==> src/rtl/rsa_ctrl_seq_if.sv <==
// Command/status bundle between the GPIO/SPI front end, the sequencer and the rsa_unit bank.
// The master modport is the front-end/unit side; the slave modport is the sequencer side.
interface rsa_ctrl_seq_if #(
    parameter int NUM_CH = 2,
    parameter int TMO_W  = 16
);
    logic              ena;
    logic [NUM_CH-1:0] gpio_start;
    logic [NUM_CH-1:0] spi_start;
    logic [NUM_CH-1:0] gpio_stop;
    logic [NUM_CH-1:0] spi_stop;
    logic [NUM_CH-1:0] eoc_clr;
    logic [TMO_W-1:0]  tmo_limit;
    logic [NUM_CH-1:0] eoc_rsa_unit;
    logic [NUM_CH-1:0] en_rsa;
    logic [NUM_CH-1:0] rst_rsa;
    logic [NUM_CH-1:0] eoc;
    logic [NUM_CH-1:0] busy;
    logic [NUM_CH-1:0] tmo_err;

    modport master (
        output ena, gpio_start, spi_start, gpio_stop, spi_stop, eoc_clr, tmo_limit, eoc_rsa_unit,
        input  en_rsa, rst_rsa, eoc, busy, tmo_err
    );
    modport slave (
        input  ena, gpio_start, spi_start, gpio_stop, spi_stop, eoc_clr, tmo_limit, eoc_rsa_unit,
        output en_rsa, rst_rsa, eoc, busy, tmo_err
    );
endinterface

==> src/rtl/rsa_ctrl_seq.sv <==
// Multi-channel enable/reset-release sequencer for a bank of RSA units.
// One independent rsa_ctrl_ch per channel; the watchdog limit is shared by all channels.
module rsa_ctrl_ch #(
    parameter int RST_DLY    = 2,
    parameter int TMO_W      = 16,
    parameter int STOP_MODE  = 0,
    parameter int EOC_STICKY = 0
) (
    input  logic             clk,
    input  logic             rstb,
    input  logic             ena,
    input  logic             start,
    input  logic             stop_g,
    input  logic             stop_s,
    input  logic             eoc_clr,
    input  logic [TMO_W-1:0] tmo_limit,
    input  logic             eoc_unit,
    output logic             en,
    output logic             rst,
    output logic             eoc,
    output logic             busy,
    output logic             tmo_err
);
    localparam int DW = (RST_DLY > 1) ? $clog2(RST_DLY) : 1;

    typedef enum logic [2:0] {
        S_RESET = 3'd0,
        S_IDLE  = 3'd1,
        S_EN    = 3'd2,
        S_RUN   = 3'd3,
        S_DONE  = 3'd4
    } st_t;

    st_t              st, st_nx;
    logic [DW-1:0]    dly_cnt;
    logic [TMO_W-1:0] wd_cnt;
    logic             hold, terr;
    logic             stop, wd_hit, is_done;

    assign stop   = (STOP_MODE != 0) ? (stop_g | stop_s) : (stop_g & stop_s);
    assign wd_hit = (tmo_limit != '0) && (wd_cnt == tmo_limit - TMO_W'(1));

    always_ff @(posedge clk or negedge rstb) begin
        if (!rstb)    st <= S_RESET;
        else if (ena) st <= st_nx;
    end

    always_comb begin
        st_nx = st;
        case (st)
            S_RESET: st_nx = S_IDLE;
            S_IDLE:  if (start) st_nx = S_EN;
            S_EN: begin
                if (stop)                 st_nx = S_IDLE;
                else if (dly_cnt == '0)   st_nx = S_RUN;
            end
            S_RUN: begin
                if (stop)          st_nx = S_IDLE;
                else if (eoc_unit) st_nx = S_DONE;
                else if (wd_hit)   st_nx = S_IDLE;
            end
            S_DONE:  st_nx = S_IDLE;
            default: st_nx = S_RESET;
        endcase
    end

    always_comb begin
        en      = 1'b0;
        rst     = 1'b0;
        busy    = 1'b0;
        is_done = 1'b0;
        case (st)
            S_EN:   begin en = 1'b1; busy = 1'b1; end
            S_RUN:  begin en = 1'b1; rst = 1'b1; busy = 1'b1; end
            S_DONE: begin en = 1'b1; rst = 1'b1; busy = 1'b1; is_done = 1'b1; end
            default: ;
        endcase
    end

    assign eoc     = (EOC_STICKY != 0) ? (is_done | hold) : is_done;
    assign tmo_err = terr;

    // Watchdog is zeroed throughout EN so RUN always starts counting from 0.
    always_ff @(posedge clk or negedge rstb) begin
        if (!rstb) begin
            dly_cnt <= '0;
            wd_cnt  <= '0;
        end else if (ena) begin
            case (st)
                S_IDLE: if (start) dly_cnt <= DW'(RST_DLY - 1);
                S_EN: begin
                    wd_cnt <= '0;
                    if (dly_cnt != '0) dly_cnt <= dly_cnt - DW'(1);
                end
                S_RUN:  if (wd_cnt != '1) wd_cnt <= wd_cnt + TMO_W'(1);
                default: ;
            endcase
        end
    end

    // Sets are tested first so they win over a same-cycle eoc_clr.
    always_ff @(posedge clk or negedge rstb) begin
        if (!rstb) begin
            hold <= 1'b0;
            terr <= 1'b0;
        end else if (ena) begin
            if (st == S_DONE)
                hold <= 1'b1;
            else if (eoc_clr || (st == S_IDLE && start))
                hold <= 1'b0;
            if (st == S_RUN && !stop && !eoc_unit && wd_hit)
                terr <= 1'b1;
            else if (eoc_clr || (st == S_IDLE && start))
                terr <= 1'b0;
        end
    end
endmodule

module rsa_ctrl_seq #(
    parameter int NUM_CH     = 2,
    parameter int RST_DLY    = 2,
    parameter int TMO_W      = 16,
    parameter int STOP_MODE  = 0,
    parameter int EOC_STICKY = 0
) (
    input  logic           clk,
    input  logic           rstb,
    rsa_ctrl_seq_if.slave  bus
);
    for (genvar i = 0; i < NUM_CH; i++) begin : g_ch
        rsa_ctrl_ch #(
            .RST_DLY    (RST_DLY),
            .TMO_W      (TMO_W),
            .STOP_MODE  (STOP_MODE),
            .EOC_STICKY (EOC_STICKY)
        ) u_ch (
            .clk       (clk),
            .rstb      (rstb),
            .ena       (bus.ena),
            .start     (bus.gpio_start[i] | bus.spi_start[i]),
            .stop_g    (bus.gpio_stop[i]),
            .stop_s    (bus.spi_stop[i]),
            .eoc_clr   (bus.eoc_clr[i]),
            .tmo_limit (bus.tmo_limit),
            .eoc_unit  (bus.eoc_rsa_unit[i]),
            .en        (bus.en_rsa[i]),
            .rst       (bus.rst_rsa[i]),
            .eoc       (bus.eoc[i]),
            .busy      (bus.busy[i]),
            .tmo_err   (bus.tmo_err[i])
        );
    end
endmodule
==> src/flat_wrapper.sv <==
// flat-port wrapper written by rule: the top's interface ports become plain ports
module rsa_ctrl_seq_flat 
#(
    parameter int NUM_CH     = 2,
    parameter int RST_DLY    = 2,
    parameter int TMO_W      = 16,
    parameter int STOP_MODE  = 0,
    parameter int EOC_STICKY = 0
)
  (clk, rstb, bus_ena, bus_gpio_start, bus_spi_start, bus_gpio_stop, bus_spi_stop, bus_eoc_clr, bus_tmo_limit, bus_eoc_rsa_unit, bus_en_rsa, bus_rst_rsa, bus_eoc, bus_busy, bus_tmo_err);
  rsa_ctrl_seq_if #(.NUM_CH(NUM_CH), .TMO_W(TMO_W)) bus_i ();
  input  logic clk;
  input  logic rstb;
  input wire logic [$bits(bus_i.ena)-1:0] bus_ena;
  input wire logic [$bits(bus_i.gpio_start)-1:0] bus_gpio_start;
  input wire logic [$bits(bus_i.spi_start)-1:0] bus_spi_start;
  input wire logic [$bits(bus_i.gpio_stop)-1:0] bus_gpio_stop;
  input wire logic [$bits(bus_i.spi_stop)-1:0] bus_spi_stop;
  input wire logic [$bits(bus_i.eoc_clr)-1:0] bus_eoc_clr;
  input wire logic [$bits(bus_i.tmo_limit)-1:0] bus_tmo_limit;
  input wire logic [$bits(bus_i.eoc_rsa_unit)-1:0] bus_eoc_rsa_unit;
  output wire logic [$bits(bus_i.en_rsa)-1:0] bus_en_rsa;
  output wire logic [$bits(bus_i.rst_rsa)-1:0] bus_rst_rsa;
  output wire logic [$bits(bus_i.eoc)-1:0] bus_eoc;
  output wire logic [$bits(bus_i.busy)-1:0] bus_busy;
  output wire logic [$bits(bus_i.tmo_err)-1:0] bus_tmo_err;
  assign bus_i.ena = bus_ena;
  assign bus_i.gpio_start = bus_gpio_start;
  assign bus_i.spi_start = bus_spi_start;
  assign bus_i.gpio_stop = bus_gpio_stop;
  assign bus_i.spi_stop = bus_spi_stop;
  assign bus_i.eoc_clr = bus_eoc_clr;
  assign bus_i.tmo_limit = bus_tmo_limit;
  assign bus_i.eoc_rsa_unit = bus_eoc_rsa_unit;
  assign bus_en_rsa = bus_i.en_rsa;
  assign bus_rst_rsa = bus_i.rst_rsa;
  assign bus_eoc = bus_i.eoc;
  assign bus_busy = bus_i.busy;
  assign bus_tmo_err = bus_i.tmo_err;
  rsa_ctrl_seq #(.NUM_CH(NUM_CH), .RST_DLY(RST_DLY), .TMO_W(TMO_W), .STOP_MODE(STOP_MODE), .EOC_STICKY(EOC_STICKY)) u_core (.clk(clk), .rstb(rstb), .bus(bus_i));
endmodule
==> config.mk <==
export PLATFORM = sky130hd
export DESIGN_NAME = rsa_ctrl_seq_flat
export DESIGN_NICKNAME = d
export VERILOG_FILES = /design/src/rtl/rsa_ctrl_seq_if.sv /design/src/rtl/rsa_ctrl_seq.sv /design/src/flat_wrapper.sv
export SDC_FILE = /design/constraint.sdc
export NUM_CORES = 1
export LEC_CHECK = 0
export BUFFER_PORTS_ARGS = -buffer_cell sky130_fd_sc_hd__buf_4
export CAP_MARGIN = 20
export CORE_ASPECT_RATIO = 0.7
export CORE_MARGIN = 2
export CORE_UTILIZATION = 53
export CTS_BUF_LIST = sky130_fd_sc_hd__clkbuf_4 sky130_fd_sc_hd__clkbuf_8 sky130_fd_sc_hd__clkbuf_16
export CTS_CLUSTER_SIZE = 16
export DETAILED_ROUTE_END_ITERATION = 12
export GPL_ROUTABILITY_DRIVEN = 0
export GPL_TIMING_DRIVEN = 0
export PLACE_DENSITY = 0.77
export SYNTH_ARGS = -nofsm -noshare
export SYNTH_HDL_FRONTEND = slang
export SYNTH_SLANG_ARGS = --single-unit
==> constraint.sdc <==
create_clock -name clk -period 2.1 [get_ports clk]
set_clock_uncertainty 0.15 [all_clocks]
set_input_delay 0.105 -clock clk [delete_from_list [all_inputs] [get_ports clk]]
set_output_delay 0.105 -clock clk [all_outputs]
set_load 0.05 [all_outputs]
### After elaboration in Yosys (flattened, before gate mapping)

Index checks and enable logic that the tools add are counted.

* add/subtract/negate cells: 5
* equal/unequal tests: 20
* multiplexer cells: 34
* bitwise operators: 4
* reductions and logical operators: 39

Operator list (count)
* 16-bit case mux with 2 select lines: 2
* 3-bit 2-to-1 mux: 12
* 16-bit by 1-bit adder with 16-bit output (second input constant): 2
* 16-bit == test: 2
* 16-bit 2-to-1 mux: 2
* 16-bit inequality test (second input constant): 2
* 3-bit case mux with 4 select lines: 2
* 16-bit nonzero test: 1
* 16-bit by 1-bit subtractor with 16-bit output (second input constant): 1
* 1-bit 2-to-1 mux: 14
* 3-bit by 2-bit == test with 1-bit output (second input constant): 4
* 3-bit AND reduction: 4
* 2-bit nonzero test: 6
* 1-bit logical AND: 10
* 2-bit inequality test (second input constant): 4
* 4-bit inequality test (second input constant): 2
* 4-bit AND reduction: 2
* 2-bit OR reduction: 4
* 3-bit by 1-bit == test with 1-bit output (second input constant): 2
* 3-bit == test (second input constant): 2
* 3-bit zero test: 2
* 3-bit inequality test (second input constant): 2
* 3-bit OR reduction: 2
* 1-bit zero test: 4
* 6 further kinds: 12

* flip-flop bits (word level): 42
* bits of input ports: 31
* output and inout bits: 10
* logic and storage cells: 110

### Depth between registers and ports, before layout

Gate-level depths: netlist of run 1.

* depth in word-level cells: 7
* mapped depth: 10
* gate-level depth less buffers: 9

### By module

A second synthesis of run 1 with hierarchy kept.

* cell total of the unflattened synthesis: 422
* area, all modules: 3468.3 um^2

By module, submodules not included
* rsa_ctrl_ch: instances 2, cells an instance 210, area each 1727.9 um^2, sequential area each 525.5 um^2
* rsa_ctrl_seq: instances 1, cells an instance 2, area each 12.5 um^2, sequential area each 0.0 um^2

### Least setup slack after synthesis of run 1

No wires, ideal clock.

* path kind: input to register
* start: input bus_tmo_limit[0]
* end: register u_core.g_ch[0].u_ch.st[1]
* setup time: 126 ps
* arrival time: 2191 ps
* data required time: 1824 ps
* path slack: -367 ps
* stages on the path: 10
* path buffers: 1
* path through: buf_6 > inv_1 > ha_1 > or4b_4 > o21a_1 > or2_1 > a2111oi_2 > nand4_1 > nor4_1 > nor2_1

* word-level cells in the longest chain between the ends: 5
* elaborated cells on any way between the ends: 6
* classes of those cells: add/sub: 1; eq/ne: 2; reduce/logical: 3

RTL lines
* from (decl): line flat_wrapper.sv:20 `input wire logic [$bits(bus_i.tmo_limit)-1:0] bus_tmo_limit;`
* 16-bit by 1-bit subtractor with 16-bit output: line rsa_ctrl_seq.sv:41 `assign wd_hit = (tmo_limit != '0) && (wd_cnt == tmo_limit - TMO_W'(1));`
* 16-bit == test: line rsa_ctrl_seq.sv:41
* 1-bit logical AND *: line rsa_ctrl_seq.sv:41
* 4-bit inequality test (no source line) *
* 4-bit AND reduction (no source line) *
* to (signal assigned): line rsa_ctrl_seq.sv:45 `else if (ena) st <= st_nx;`
* to (decl): line rsa_ctrl_seq.sv:34 `st_t st, st_nx;`

Mark *: on every way between the ends. The rest lies on a longest branch, timed or not.
A chain may end at the register's enable or synchronous reset.

### Worst setup path after layout of run 1

* start: input bus_tmo_limit[1]
* end: register u_core.g_ch[0].u_ch.st[1]

Same word-level chain as after synthesis.

==> flow_metrics.env, run 1 <==
export IMPL_reg2reg_from="u_core.g_ch[1].u_ch.wd_cnt[7]"
export IMPL_violations="setup timing"
export IMPL_m1WireLength_mm=4.44
export IMPL_synth_edff_count=0
export IMPL_cp_startpoint="bus_tmo_limit[1]"
export IMPL_hold_class="primary input to flip-flop"
export IMPL_crit_chain="buf_8 -> inv_4 -> ha_4 -> or4b_4 -> buf_6 -> nor3_4 -> xnor2_1 -> nor4_1 -> nand4_1 -> nor4_2 -> nor2_1"
export IMPL_die_area_mm2=0.00706
export IMPL_power_density_mw_per_mm2=817
export IMPL_yosysWarnings=0
export IMPL_dr_wl_met2_mm=4.60
export IMPL_slowest_stage="or4b_4"
export IMPL_p_leak_nw=2.00
export IMPL_clk_pin_slew_ps=90
export IMPL_area_growth_pct=37.2
export IMPL_worst_setup_path_start_kind="primary input"
export IMPL_io_pins=41
export IMPL_start_util=0.545
export IMPL_min_period_over_period=1.09
export IMPL_h_tree_depth=2
export IMPL_path_max_fanout=5
export IMPL_grt_pass1_vias=3142
export IMPL_wl_met3_um=714
export IMPL_fmaxAchievable_ghz=0.435
export IMPL_top_layer="met4"
export IMPL_yosysUniqueCellTypes=63
export IMPL_fillers=450
export IMPL_synth_nets=449
export IMPL_multi_input_area_mm2=0.00245
export IMPL_drc=0
export IMPL_dpl_hpwl_mm=6.30
export IMPL_netlist_area_mm2=0.00339
export IMPL_rsz0062_at_grt="true"
export IMPL_status="finished with violations"
export IMPL_grt_pass1_wl_mm=15.0
export IMPL_grt_overflow_total=0
export IMPL_clock_sinks=42
export IMPL_diodes=0
export IMPL_nets=538
export IMPL_num_vias=3530
export IMPL_path_class="primary input to flip-flop"
export IMPL_clkLatencyLatePin_ps=300
export IMPL_min_from="bus_eoc_rsa_unit[1]"
export IMPL_drive_above_1_share=0.359
export IMPL_drv_cap=0
export IMPL_ys_ff_latch=42
export IMPL_cts_buffer_depth=2
export IMPL_peakVddDrop_mv=0.570
export IMPL_relSlewSlack=0.623
export IMPL_die_x_um=99.6
export IMPL_layout_setup_ws_ps=-196
export IMPL_async_flop_share=1.00
export IMPL_synthCells=414
export IMPL_syn_area_per_cell_um2=8.19
export IMPL_drtIter0Drc=309
export IMPL_die_h_um=70.9
export IMPL_dpl_worst_slack_ps=-580
export IMPL_ys_flop_type="dfrtp_1"
export IMPL_slowest_delay_ps=520
export IMPL_routed_wl_mm=9.88
export IMPL_firstDrtPassIters=6
export IMPL_slew_violations=0
export IMPL_core_mm2=0.00622
export IMPL_antenna_found_initial=0
export IMPL_cp_arrival_ps=2340
export IMPL_final_cells=582
export IMPL_timing_hold_violations_final=0
export IMPL_wl_per_cell_um=17.0
export IMPL_rows=24
export IMPL_worstSetupEndpointType="flip-flop"
export IMPL_cts_root_buffer="clkbuf_8"
export IMPL_dpl_cell_count=528
export IMPL_ys_seq_area_frac=0.310
export IMPL_tightest_slew_ps=565
export IMPL_min_period_ps=2300
export IMPL_cts_tree="built"
export IMPL_io_buffers=36
export IMPL_regArea_mm2=0.00106
export IMPL_grt_usage=0.264
export IMPL_cts_made_buffers=5
export IMPL_cp_required_ps=2140
export IMPL_viasPerCell=6.07
export IMPL_grt_max_degree=43
export IMPL_postRouteAntennaNets=0
export IMPL_setup_violations_final=25
## cell usage in the layout, fill, tap and decap left out, drive strengths merged, types with 5 or more instances in the layout
cell	n
a21o	8
a21oi	13
a22o	10
a31oi	5
and3	5
buf	97
clkbuf	17
dfrtp	42
inv	13
nand2	53
nand2b	6
nand3	17
nor2	33
nor3	22
nor4	11
o21ai	24
or2	7
or3	12
xnor2	32
xor2	9
## cell usage after synthesis (10+ instances only)
library cell / n / area [um2]
inv_1: 14 / 52.6
clkbuf_1: 14 / 52.6
a22o_1: 10 / 87.6
nand2_1: 53 / 199
dfrtp_1: 42 / 1050
nor2_1: 33 / 124
buf_4: 10 / 75.1
a21oi_1: 13 / 65.1
xnor2_1: 32 / 280
nor4_1: 10 / 62.6
o21ai_0: 24 / 120
or3_1: 12 / 75.1
nor3_1: 19 / 95.1
nand3_1: 16 / 80.1
## path summary, 6_finish.rpt
kind / endpoint / slack [ps] / depth (start not counted)
setup / recovery: u_core.g_ch[0].u_ch.st[1] / -200 / 11
hold / removal: u_core.g_ch[1].u_ch.st[0] / 10 / 4
setup reg to reg: u_core.g_ch[1].u_ch.wd_cnt[2] / -150 / 10
hold reg to reg: u_core.g_ch[1].u_ch.wd_cnt[12] / 380 / 2
max in group asynchronous: u_core.g_ch[0].u_ch.wd_cnt[6] / 1180 / 2
min in group asynchronous: u_core.g_ch[1].u_ch.tmo_err / 190 / 2
## logic make-up after synthesis
logic type               Yosys count  synth area share
AO/OA/AOI/OAI                     82             0.165
buffers and inverters             41            0.0591
AND/OR/NAND/NOR                  198             0.312
flip-flops                        42             0.310
multiplexers                       2           0.00628
XOR/XNOR                          45             0.133
adder cells (fa/ha/maj)            4            0.0148
## report_power, final
part | switching, mW | internal (mW)
combinational | 1.14 | 0.869
sequential | 0.197 | 0.967
clock | 0.295 | 0.333
total | 1.63 | 2.17
## metal layers
metal / vias up / global-route usage
li1: 1654 / -
met1: 1696 / 0.389
met2: 166 / 0.418
met3: 14 / 0.0375
met4: 0 / 0.0563
met5: - / 0
## final cells by class
cell class / instances / area share
multi-input combinational: 331 / 0.527
sequential: 42 / 0.228
timing repair buffer: 84 / 0.145
buffer: 25 / 0.0417
clock buffer: 8 / 0.0237
tap: 78 / 0.0210
inverter: 14 / 0.0145
## flip-flops by register name, indices dropped and copies added (netlist names)
| name | flops |
|---|---|
| u_core.g_ch.u_ch.st | 6 |
| u_core.g_ch.u_ch.wd_cnt | 32 |
| u_core.g_ch.u_ch.dly_cnt | 2 |
| u_core.g_ch.u_ch.tmo_err | 2 |
## stage by stage
| step | TNS, ps | util | hold WS [ps] | power, mW | instance area [um2] |
|---|---|---|---|---|---|
| 5_1_grt | -4250 | 0.748 | 43.8 | 4.04 | 4650 |
| 2_1_floorplan | -509 | - | -341 | 2.34 | 3450 |
| 4_1_cts | -605 | 0.686 | 0.663 | 3.58 | 4260 |
| 3_5_place_dp | -11550 | 0.614 | -16.4 | 2.77 | 3820 |
| 3_3_place_gp | -9550 | 0.614 | -11.5 | 2.73 | 3820 |
| 6_report | -2270 | 0.748 | 10.9 | 3.80 | 4650 |
## critical path: cells and delay by family
family	cells	cell delay, ps
fa+ha+maj	1	150
xor+xnor	1	110
buf+inv	3	310
simple gates	6	1670
## timing repair
action,4_1_cts,5_1_grt
cloned,1,2
pin swaps,12,20
endpoints found under the setup margin,36,36
hold endpoints to repair,45,0
resized for setup,38,63
hold buffers,3,0
setup buffers,23,19
No activity file was read; power rests on OpenSTA's default activity.
==> run 2: changes to the inputs <==
--- a/config.mk
+++ b/config.mk
@@ -9,13 +9,13 @@
 export CAP_MARGIN = 20
 export CORE_ASPECT_RATIO = 0.7
 export CORE_MARGIN = 2
-export CORE_UTILIZATION = 53
+export CORE_UTILIZATION = 64
 export CTS_BUF_LIST = sky130_fd_sc_hd__clkbuf_4 sky130_fd_sc_hd__clkbuf_8 sky130_fd_sc_hd__clkbuf_16
 export CTS_CLUSTER_SIZE = 16
 export DETAILED_ROUTE_END_ITERATION = 12
 export GPL_ROUTABILITY_DRIVEN = 0
 export GPL_TIMING_DRIVEN = 0
-export PLACE_DENSITY = 0.77
+export PLACE_DENSITY = 0.87
 export SYNTH_ARGS = -nofsm -noshare
 export SYNTH_HDL_FRONTEND = slang
 export SYNTH_SLANG_ARGS = --single-unit
==> constraint.sdc (replaced) <==
create_clock -name clk -period 2.7 [get_ports clk]
set_clock_uncertainty 0.15 [all_clocks]
set_input_delay 0.135 -clock clk [delete_from_list [all_inputs] [get_ports clk]]
set_output_delay 0.135 -clock clk [all_outputs]
set_load 0.05 [all_outputs]
==> flow_metrics.env, run 2 (same netlist as run 1, synthesis figures left out) <==
export IMPL_status="finished, final reports clean"
export IMPL_io_pins=41
export IMPL_tightest_slew_ps=585
export IMPL_stdcell_area_mm2=0.00391
export IMPL_utilization=0.755
export IMPL_nets=495
export IMPL_diodes=0
export IMPL_worstSetupEndpointType="flip-flop"
export IMPL_grt_pass1_wl_mm=13.7
export IMPL_rsz0062_at_grt="false"
export IMPL_core_mm2=0.00517
export IMPL_clock_sinks=42
export IMPL_fmaxAchievable_ghz=0.396
export IMPL_cpLargestDelayFamily="simple AND/OR/NAND/NOR gates"
export IMPL_routed_wl_mm=8.34
export IMPL_rows=22
export IMPL_cp_arrival_ps=2560
export IMPL_slowest_delay_ps=520
export IMPL_postRouteAntennaNets=0
export IMPL_die_area_mm2=0.00590
export IMPL_p_leak_nw=1.67
export IMPL_grt_max_degree=43
export IMPL_drtIter0Drc=329
export IMPL_min_period_over_period=0.936
export IMPL_dpl_worst_slack_ps=-200
export IMPL_min_period_ps=2530
export IMPL_power_total_mw=2.58
export IMPL_crit_chain="buf_4 -> inv_1 -> ha_1 -> or4b_4 -> o21a_1 -> or2_1 -> a2111oi_2 -> nand4_1 -> nor4_1 -> nor2_1"
export IMPL_cp_required_ps=2730
export IMPL_io_buffers=36
export IMPL_cp_num_buf_inv=2
export IMPL_placed_cell_area_mm2=0.00375
export IMPL_path_max_fanout=5
export IMPL_finalHoldWorstSlack_ps=29.4
export IMPL_cts_buffer_depth=2
export IMPL_largest_register="u_core.g_ch.u_ch.wd_cnt"
export IMPL_num_vias=3257
export IMPL_clkLatencyLatePin_ps=300
export IMPL_slew_violations=0
export IMPL_grt_usage=0.290
export IMPL_firstDrtPassIters=7
export IMPL_viasPerCell=6.12
export IMPL_antenna_found_initial=0
export IMPL_reg_top3="u_core.g_ch.u_ch.wd_cnt x32, u_core.g_ch.u_ch.st x6"
export IMPL_relSlewSlack=0.606
export IMPL_wl_per_cell_um=15.7
export IMPL_dpl_hpwl_mm=6.18
export IMPL_clk_pin_slew_ps=80
export IMPL_grt_pass1_vias=2896
export IMPL_largest_reg_flops=32
export IMPL_drv_cap=0
export IMPL_path_class="primary input to flip-flop"
export IMPL_cts_tree="built"
export IMPL_start_util=0.655
export IMPL_timing_hold_violations_final=0
export IMPL_peakVddDrop_mv=0.605
export IMPL_final_cell_mix="nand2_1, buf_4, dfrtp_1"
export IMPL_cts_root_buffer="clkbuf_8"
export IMPL_layout_setup_ws_ps=173
export IMPL_drc=0
export IMPL_die_h_um=64.9
export IMPL_layout_commonest_cell="nand2_1"
export IMPL_slowest_stage="or4b_4"
export IMPL_h_tree_depth=2
export IMPL_setup_violations_final=0
export IMPL_grt_overflow_total=0
export IMPL_area_growth_pct=15.2
export IMPL_hold_class="primary input to flip-flop"
export IMPL_drive_above_1_share=0.172
export IMPL_cts_made_buffers=5
export IMPL_worst_setup_path_start_kind="primary input"
export IMPL_die_x_um=91.0
export IMPL_power_density_mw_per_mm2=660
## run 2: changes by cell type in the layout (fill, tap and decap cells not counted), moves of 6 or more
cell	previous run	this run
buf_4	83	48
nor2_1	24	33
buf_6	8	1
dfrtp_1	35	42
dfrtp_2	7	0
nor2_2	7	0
clkbuf_1	6	12
nor3_1	13	19
o21ai_0	18	24
## run 2: worst paths after layout
kind | start | endpoint | slack [ps] | cells past startpoint
worst max-delay path | bus_tmo_limit[1] | u_core.g_ch[0].u_ch.st[1] | 170 | 10
worst min-delay path | bus_gpio_start[0] | u_core.g_ch[0].u_ch.dly_cnt | 30 | 3
worst max register to register | u_core.g_ch[0].u_ch.wd_cnt[0] | u_core.g_ch[0].u_ch.wd_cnt[13] | 200 | 7
worst min register to register | u_core.g_ch[1].u_ch.tmo_err | u_core.g_ch[1].u_ch.tmo_err | 360 | 2
max in group asynchronous | rstb | u_core.g_ch[0].u_ch.wd_cnt[7] | 1810 | 2
min in group asynchronous | rstb | u_core.g_ch[1].u_ch.st[2] | 210 | 2
## run 2: worst min-delay path, cell delays in order
cell     delay, ps
buf_4           80
o21ai_0         80
o21ai_0        150
## run 2: where the power goes
| group | internal (mW) | total, mW | leakage, nW | switching (mW) |
|---|---|---|---|---|
| registers | 0.749 | 0.902 | 0.538 | 0.153 |
| logic | 0.499 | 1.26 | 1.09 | 0.756 |
| clock network | 0.199 | 0.421 | 0.0452 | 0.223 |
## run 2: layout make-up
class | count | area [um2]
multi-input combinational | 331 | 2170
fill | 398 | 1270
sequential | 42 | 1050
timing repair buffer | 41 | 315
buffer | 25 | 143
tap | 72 | 90.1
clock buffer | 7 | 83.8
inverter | 14 | 52.6
## run 2: routing by layer
metal / wire length (um) / up-vias / track usage
met5: 0 / - / 0
met4: 88 / 0 / 0.0795
met3: 683 / 13 / 0.0547
met2: 3690 / 165 / 0.453
met1: 3880 / 1521 / 0.417
li1: - / 1558 / -
## run 2: timing repair
| item | 4_1_cts | 5_1_grt |
|---|---|---|
| pin swaps | 0 | 1 |
| gates resized for setup | 2 | 4 |
| hold buffers | 3 | 0 |
| setup endpoints to repair | 12 | 17 |
| endpoints found under the hold margin | 45 | 0 |
| buffers inserted | 0 | 2 |
## run 2: through the flow
stage / setup TNS (ps) / instances
final: 0 / 532
after global routing: 0 / 532
after detailed placement: -1690 / 522
after global placement: -241 / 522
after floorplan: 0 / 414
after CTS: 0 / 532
==> run 3: changes to the inputs <==
--- a/config.mk
+++ b/config.mk
@@ -7,7 +7,6 @@
 export LEC_CHECK = 0
 export BUFFER_PORTS_ARGS = -buffer_cell sky130_fd_sc_hd__buf_4
 export CAP_MARGIN = 20
-export CORE_ASPECT_RATIO = 0.7
 export CORE_MARGIN = 2
 export CORE_UTILIZATION = 64
 export CTS_BUF_LIST = sky130_fd_sc_hd__clkbuf_4 sky130_fd_sc_hd__clkbuf_8 sky130_fd_sc_hd__clkbuf_16
==> flow_metrics.env, run 3 (same netlist as run 1, synthesis figures left out) <==
export IMPL_status="finished, final reports clean"
export IMPL_reg_top3="u_core.g_ch.u_ch.wd_cnt x32, u_core.g_ch.u_ch.st x6"
export IMPL_setup_violations_final=0
export IMPL_grt_usage=0.278
export IMPL_hold_depth=4
export IMPL_hold_class="primary input to flip-flop"
export IMPL_grt_pass1_vias=2895
export IMPL_min_from="bus_eoc_rsa_unit[1]"
export IMPL_core_mm2=0.00511
export IMPL_fillers=385
export IMPL_final_cell_mix="nand2_1, buf_4, dfrtp_1"
export IMPL_layout_commonest_cell="nand2_1"
export IMPL_diodes=0
export IMPL_drc=0
export IMPL_relSlewSlack=0.609
export IMPL_routed_wl_mm=8.04
export IMPL_nets=493
export IMPL_die_area_mm2=0.00589
export IMPL_power_total_mw=2.54
export IMPL_cp_arrival_ps=2570
export IMPL_rrSetupSlack_ps=200
export IMPL_stdcell_area_mm2=0.00389
export IMPL_h_tree_depth=2
export IMPL_multi_input_area_mm2=0.00217
export IMPL_cp_required_ps=2770
export IMPL_drtIter0Drc=202
export IMPL_rows=26
export IMPL_start_util=0.664
export IMPL_reg2reg_from="u_core.g_ch[1].u_ch.wd_cnt[4]"
export IMPL_worst_setup_path_start_kind="flip-flop"
export IMPL_die_h_um=76.8
export IMPL_worstSetupEndpointType="flip-flop"
export IMPL_antenna_found_initial=0
export IMPL_m1WireLength_mm=3.53
export IMPL_grt_pass1_wl_mm=13.3
export IMPL_path_max_fanout=10
export IMPL_worstReg2RegEnd="u_core.g_ch[1].u_ch.wd_cnt[4]"
export IMPL_finalHoldWorstSlack_ps=14.8
export IMPL_cts_made_buffers=5
export IMPL_min_to="u_core.g_ch[1].u_ch.st[0]"
export IMPL_tightest_slew_ps=582
export IMPL_dr_wl_met2_mm=3.90
export IMPL_path_class="flip-flop to flip-flop"
export IMPL_slew_violations=0
export IMPL_io_buffers=36
export IMPL_grt_overflow_total=0
export IMPL_p_leak_nw=1.66
export IMPL_cts_buffer_depth=2
export IMPL_grt_max_degree=43
export IMPL_placed_cell_area_mm2=0.00375
export IMPL_postRouteAntennaNets=0
export IMPL_die_x_um=76.8
export IMPL_drv_cap=0
export IMPL_layout_setup_ws_ps=199
export IMPL_largest_reg_flops=32
export IMPL_dpl_worst_slack_ps=-78.1
export IMPL_r2r_cells=8
export IMPL_min_period_over_period=0.926
export IMPL_io_pins=41
export IMPL_firstDrtPassIters=5
export IMPL_peakVddDrop_mv=0.527
export IMPL_area_growth_pct=14.8
export IMPL_largest_register="u_core.g_ch.u_ch.wd_cnt"
export IMPL_dpl_cell_count=520
export IMPL_clkLatencyLatePin_ps=300
export IMPL_regArea_mm2=0.00105
export IMPL_clock_sinks=42
export IMPL_viasPerCell=6.05
export IMPL_rsz0062_at_grt="false"
export IMPL_min_period_ps=2500
export IMPL_power_density_mw_per_mm2=652
export IMPL_cts_root_buffer="clkbuf_8"
export IMPL_drive_above_1_share=0.171
export IMPL_final_cells=527
export IMPL_wl_met3_um=536
export IMPL_fmaxAchievable_ghz=0.400
export IMPL_wl_per_cell_um=15.3
export IMPL_clk_pin_slew_ps=80
export IMPL_timing_hold_violations_final=0
export IMPL_cp_startpoint="u_core.g_ch[1].u_ch.wd_cnt[4]"
export IMPL_dpl_hpwl_mm=6.07
export IMPL_top_layer="met4"
export IMPL_num_vias=3190
export IMPL_cts_tree="built"
==> run 3: cell types whose count changed in the layout (fill, tap and decap cells not counted) <==
cell and delta:
buf_4 -2, clkbuf_1 -1, clkbuf_2 +1, clkbuf_4 -2, clkbuf_8 +1, nor3b_1 -1
nor3b_2 +1
==> run 3: worst max-delay path, cell delays in order, from the launching register on <==
cell	delay (ps)
dfrtp_1	470
nand4_1	180
nor2_1	180
nand4_1	260
o311ai_4	400
clkbuf_4	290
nor2_1	60
clkbuf_1	260
a21oi_1	180
==> run 3: layout make-up <==
type / instances / area share
Buffer: 25 / 0.0370
Sequential cell: 42 / 0.270
Inverter: 14 / 0.0135
Tap cell: 70 / 0.0225
Timing Repair Buffer: 39 / 0.0771
Clock buffer: 6 / 0.0212
Multi-Input combinational cell: 331 / 0.559
==> run 3: where the power goes <==
group	leakage (nW)	switching, mW	internal, mW
sequential	0.538	0.156	0.750
clock	0.0431	0.208	0.197
combinational	1.08	0.733	0.496
==> run 3: what timing repair did <==
| action | in CTS | in global routing |
|---|---|---|
| gates resized for setup | 1 | 8 |
| hold buffers | 3 | 0 |
| buffers inserted | 0 | 0 |
| endpoints found under the hold margin | 45 | 0 |
| gates cloned | 0 | 0 |
| pin swaps | 0 | 1 |
| endpoints found under the setup margin | 11 | 22 |
==> run 3: worst max path at each step <==
stage	depth (start not counted)	end	slack [ps]
floorplan	10	u_core.g_ch[0].u_ch.st[1]	200
global placement	9	u_core.g_ch[1].u_ch.wd_cnt[4]	-30
detailed placement	10	u_core.g_ch[1].u_ch.st[1]	-80
CTS	9	u_core.g_ch[1].u_ch.wd_cnt[4]	70
global route	8	u_core.g_ch[1].u_ch.wd_cnt[4]	10
finish	8	u_core.g_ch[1].u_ch.wd_cnt[4]	200
==> run 3: per-stage QoR <==
step | TNS (ps) | utilization
global route | 0 | 0.762
CTS | 0 | 0.757
floorplan | 0 | -
global placement | -48.6 | 0.734
finish | 0 | 0.762
detailed placement | -680 | 0.734
==> run 3: per-layer routing <==
metal / GRT usage / up-vias
met1: 0.372 / 1502
met5: 0 / -
met2: 0.461 / 127
met4: 0.0855 / 0
met3: 0.0494 / 6
li1: - / 1555
